### config.mk
export PLATFORM = sky130hd
export DESIGN_NAME = exec_mem_unit
export DESIGN_NICKNAME = d
export VERILOG_FILES = /design/src/rtl/exec_mem_pkg.sv /design/src/rtl/exec_alu.sv /design/src/rtl/exec_mem_unit.sv
export SDC_FILE = /design/constraint.sdc
export NUM_CORES = 2
export LEC_CHECK = 0
export CORE_ASPECT_RATIO = 1.1
export CORE_MARGIN = 5
export CORE_UTILIZATION = 63
export DETAILED_ROUTE_END_ITERATION = 6
export HOLD_SLACK_MARGIN = 0.08
export MAX_ROUTING_LAYER = met4
export PLACE_DENSITY_LB_ADDON = 0.2
export RECOVER_POWER = 25
export SETUP_SLACK_MARGIN = 0.4
export SYNTH_ARGS = -nofsm -noshare
export SYNTH_HDL_FRONTEND = slang
export SYNTH_SLANG_ARGS = --single-unit
### constraint.sdc
create_clock -name clk -period 5.7 [get_ports clk]
set_input_delay 0.855 -clock clk [delete_from_list [all_inputs] [get_ports clk]]
set_output_delay 0.855 -clock clk [all_outputs]
set_load 0.005 [all_outputs]
### src/rtl/exec_mem_pkg.sv
// Shared ALU-control and alu_op encodings for the execute/memory slice.
// EXEC_MEM_XOR_EN (defined by the build) enables the XOR code in the decoder and ALU.
package exec_mem_pkg;

  localparam int ALU_CTRL_W = 3;
  localparam int ALU_OP_W   = 2;

  // ALU-control codes carried on alu_control
  localparam logic [ALU_CTRL_W-1:0] ALU_ADD = 3'b000;
  localparam logic [ALU_CTRL_W-1:0] ALU_SUB = 3'b001;
  localparam logic [ALU_CTRL_W-1:0] ALU_AND = 3'b010;
  localparam logic [ALU_CTRL_W-1:0] ALU_OR  = 3'b011;
  localparam logic [ALU_CTRL_W-1:0] ALU_XOR = 3'b100;
  localparam logic [ALU_CTRL_W-1:0] ALU_SLT = 3'b101;

  // Operation classes from the main decoder; 2'b11 decodes like FUNCT
  localparam logic [ALU_OP_W-1:0] ALU_OP_LDST   = 2'b00;
  localparam logic [ALU_OP_W-1:0] ALU_OP_BRANCH = 2'b01;
  localparam logic [ALU_OP_W-1:0] ALU_OP_FUNCT  = 2'b10;

  // funct3 values that select a distinct ALU operation
  localparam logic [2:0] F3_ADDSUB = 3'b000;
  localparam logic [2:0] F3_SLT    = 3'b010;
  localparam logic [2:0] F3_XOR    = 3'b100;
  localparam logic [2:0] F3_OR     = 3'b110;
  localparam logic [2:0] F3_AND    = 3'b111;

endpackage

### src/rtl/exec_alu.sv
// Combinational 32-bit ALU with zero flag; no latency, no flow control.
// EXEC_MEM_XOR_EN adds a^b on code 100; otherwise unused codes return 0.
module exec_alu
  import exec_mem_pkg::*;
(
  input  logic [31:0]           a,
  input  logic [31:0]           b,
  input  logic [ALU_CTRL_W-1:0] control,
  output logic [31:0]           result,
  output logic                  zero
);

  always_comb begin
    result = '0;
    case (control)
      ALU_ADD: result = a + b;
      ALU_SUB: result = a - b;
      ALU_AND: result = a & b;
      ALU_OR:  result = a | b;
      ALU_SLT: result = {31'b0, ($signed(a) < $signed(b))};
`ifdef EXEC_MEM_XOR_EN
      ALU_XOR: result = a ^ b;
`endif
      default: result = '0;
    endcase
  end

  assign zero = (result == '0);

endmodule

### src/rtl/exec_mem_unit.sv
// Execute + data-memory slice: ALU decoder, ALU, word-addressed RAM; reads are combinational, writes land on the clk edge.
// No flow control; EXEC_MEM_XOR_EN enables funct3=100 -> XOR in the decoder and ALU.
module exec_mem_unit
  import exec_mem_pkg::*;
#(
  parameter int MEM_WORDS = 64
)
(
  input  logic                  clk,
  input  logic                  reset,
  input  logic [ALU_OP_W-1:0]   alu_op,
  input  logic [2:0]            funct3,
  input  logic                  op5,
  input  logic                  funct7_5,
  input  logic [31:0]           src_a,
  input  logic [31:0]           src_b,
  input  logic                  mem_write,
  input  logic [31:0]           write_data,
  output logic [ALU_CTRL_W-1:0] alu_control,
  output logic [31:0]           alu_result,
  output logic                  zero_flag,
  output logic [31:0]           read_data
);

  localparam int ADDR_W = $clog2(MEM_WORDS);

  logic [31:0]       mem [MEM_WORDS];
  logic [ADDR_W-1:0] word_addr;

  always_comb begin
    alu_control = ALU_ADD;
    case (alu_op)
      ALU_OP_LDST:   alu_control = ALU_ADD;
      ALU_OP_BRANCH: alu_control = ALU_SUB;
      default: begin
        case (funct3)
          F3_ADDSUB: alu_control = (op5 & funct7_5) ? ALU_SUB : ALU_ADD;
          F3_SLT:    alu_control = ALU_SLT;
          F3_OR:     alu_control = ALU_OR;
          F3_AND:    alu_control = ALU_AND;
`ifdef EXEC_MEM_XOR_EN
          F3_XOR:    alu_control = ALU_XOR;
`endif
          default:   alu_control = ALU_ADD;
        endcase
      end
    endcase
  end

  exec_alu u_alu (
    .a       (src_a),
    .b       (src_b),
    .control (alu_control),
    .result  (alu_result),
    .zero    (zero_flag)
  );

  // Byte offset is dropped and upper bits wrap, so any result maps to a word
  assign word_addr = alu_result[ADDR_W+1:2];
  assign read_data = mem[word_addr];

  always_ff @(posedge clk) begin
    if (reset) begin
      for (int i = 0; i < MEM_WORDS; i++) begin
        mem[i] <= '0;
      end
    end else if (mem_write) begin
      mem[word_addr] <= write_data;
    end
  end

endmodule

==> metrics <==
status=complete, but fails checks; failing checks=DRC, setup timing; initial antenna violation count=29; grt ovf=0; Filler cells=8771; CP Max Fanout=5; vias=81000; DRC=1; pre-CTS WS=-1690 ps; CTS Buf Count=196; PortBufs=173; vias in the first global route=78300; Die W=385 um; Post-CTS Hold Buffers=0; sequential area share after synthesis=0.630; Final Setup Violations=3; post-detail-place hpwl=246000 um; crit path kind=primary input to output port; placed cell area=110000 um2; Regs by FF count=mem x2048; Die Ht=423 um; GRT Total Usage=0.493; Initial Util=0.634; routability cong.=1.02; first-pass GRT wire length=556000 um; CP Launch Type=primary input; Placeable Area=154000 um2; Design Area, Final=124000 um2; dominant cell type by area after synthesis=edfxtp_1; Boundary Pins=174; Worst slew margin=0.104; Via density=6.93; Non-Filler Instances=11700; Post-Syn Instances=8401; crit path time final=5730 ps; Max Cap Viol=0; Main synth FF type=edfxtp_1; max FFs per register=2048; H-tree Lvls=4; pwr dens=351 nW/um2; setup_tns=-54.3 ps; Synth area leaders=edfxtp_1 63%, and2_1 13%, nand2_1 3.8%; max-slew violation count=0; First-pass DRT Iterations=7; Die ar.=163000 um2; Post-synth EDFFs=2048; endpoints failing hold=0; clock root buffer=clkbuf_16; Slew @ Worst Pin=1340 ps; Critical Path End=read_data[0]; Yosys Warn Count=0; drt wl/cell=34.3 um; Mapped Area=97600 um2; row count=151; setup slack after layout=-28.0 ps; FF+latch count, synth=2048; maximum VDD drop=378 uV; Req. time, crit path=4850 ps; clock input transition at the sequential cells of the worst setup and hold paths=60 ps; Hold Path Class=primary input to flip-flop; synth cell count leaders=2053 x and2_1, 2048 x edfxtp_1, 1001 x nand2_1, 548 x clkbuf_1, 509 x a21oi_1; Final ANT Viol Nets=0; Syn Area/Cell=11.6 um2; clock tree buffer depth=3; share of flip-flops with an asynchronous set or reset=0; largest net degree at the start of global routing=65; Synth top area share=0.630; nets=9647; unrepaired setup endpoints after global routing=yes; Area Overhead vs Synth=26.8%; CP endpoint kind=output port; initial detailed-routing violation count=16000; dpl cells=11000; share of layout cells above drive strength 1=0.256; clock sink count=2048; drt total wl=401000 um; TritonCTS clock tree=built; Yosys cell types=92; Tcrit/Tclk final=1.00; fmax=175 MHz; crit path DAT=4870 ps; count leader, synth=and2_1; Mapped Nets=8620; register with the most flip-flops=mem; CP startpoint=src_a[0]; Pleak=46.6 nW
cells in the final DEF (no fill, tap or decap), drive strengths merged, types with 13 or more instances in the layout:
| cell type | instances |
|---|---|
| a211oi | 100 |
| a21o | 16 |
| a21oi | 510 |
| a221o | 21 |
| a221oi | 122 |
| a222oi | 44 |
| a22o | 50 |
| a22oi | 184 |
| a31oi | 74 |
| a32oi | 21 |
| a41oi | 14 |
| and2 | 2053 |
| and3 | 15 |
| buf | 1508 |
| clkbuf | 285 |
| clkdlybuf4s50 | 67 |
| clkinv | 82 |
| diode | 37 |
| dlymetal6s2s | 14 |
| edfxtp | 2048 |
| ha | 111 |
| inv | 105 |
| mux2i | 48 |
| nand2 | 1001 |
| nand3 | 304 |
| nand4 | 31 |
| nor2 | 178 |
| nor3 | 32 |
| nor4 | 16 |
| o211ai | 47 |
| o21ai | 126 |
| o221ai | 22 |
| o22ai | 43 |
| o311ai | 13 |
| or2 | 70 |
| or4 | 14 |
power breakdown:
group          leakage, nW  internal [mW]  switching (mW)
clock                 2.94           6.93            5.77
combinational         24.2           5.06            7.99
sequential            19.5           17.4           0.301
layout make-up:
cell class | instances | area (um2) | area share
Tap cell | 2065 | 2580 | 0.0209
Sequential cell | 2048 | 61500 | 0.497
Multi-Input combinational cell | 5444 | 36500 | 0.295
Clock inverter | 96 | 764 | 0.00618
Timing Repair inverter | 1 | 8.76 | 0.0000708
Antenna cell | 37 | 92.6 | 0.000748
Timing Repair Buffer | 1635 | 16600 | 0.134
Inverter | 102 | 429 | 0.00347
Clock buffer | 261 | 5280 | 0.0426
worst min-delay path by stage:
| stage | startpoint | endpoint | slack [ps] | cells past startpoint |
|---|---|---|---|---|
| 3_5_place_dp | write_data[12] | mem[3][12]$_SDFFCE_PN0P_ | 1440 | 2 |
| 5_1_grt | write_data[12] | mem[5][12]$_SDFFCE_PN0P_ | 570 | 2 |
| 4_1_cts | write_data[12] | mem[1][12]$_SDFFCE_PN0P_ | 520 | 2 |
| 6_report | write_data[12] | mem[5][12]$_SDFFCE_PN0P_ | 560 | 2 |
| 3_3_place_gp | write_data[12] | mem[4][12]$_SDFFCE_PN0P_ | 1440 | 2 |
| 2_1_floorplan | write_data[1] | mem[5][1]$_SDFFCE_PN0P_ | 1310 | 2 |
stage by stage:
step	utilization	hold slack, ps	power [mW]
final	0.804	562	43.5
after global routing	0.804	574	44.0
after CTS	0.783	517	41.7
after detailed placement	0.713	1440	27.9
after global placement	0.713	1440	27.8
after floorplan	-	1310	21.7
per-layer routing:
| layer | global-route usage | up-vias | part of all wire |
|---|---|---|---|
| met5 | - | - | 0 |
| met4 | 0.376 | 0 | 0.10 |
| met3 | 0.162 | 2132 | 0.17 |
| met2 | 0.683 | 8003 | 0.42 |
| met1 | 0.599 | 38700 | 0.31 |
| li1 | - | 32200 | - |
kinds of logic (layout without fill, tap and decap cells):
logic type                 after synthesis  after routing  share of synthesized area
adders and majority gates              113            113                     0.0146
AOI/OAI and AO/OA                     1512           1512                      0.105
buffers and inverters                  909           2095                     0.0366
DFF                                   2048           2048                      0.630
muxes                                   52             52                    0.00550
xor gates and xnor gates                13             13                    0.00117
other                                    0             37                          0
and+or+nand+nor                       3754           3754                      0.207
worst max-delay path: stages:
cell      delay (ps)
buf_8             90
inv_6             30
ha_4             150
fa_2             360
o21ba_4          220
o21bai_4         130
xnor2_2          130
o211a_4          390
buf_12           150
buf_12           110
buf_4            120
nor2_4            60
buf_6            150
buf_4            150
a21oi_4          170
o221ai_2         120
buf_4            170
o211ai_1         590
nand4_1          360
buf_4            250
buf_6            100
what timing repair did:
action | 4_1_cts | 5_1_grt
endpoints found under the setup margin | 51 | 47
cloned | 17 | 12
gates resized for setup | 799 | 456
pin swaps | 206 | 210
buffers inserted | 141 | 108
Power figures use the tool's default switching activity.
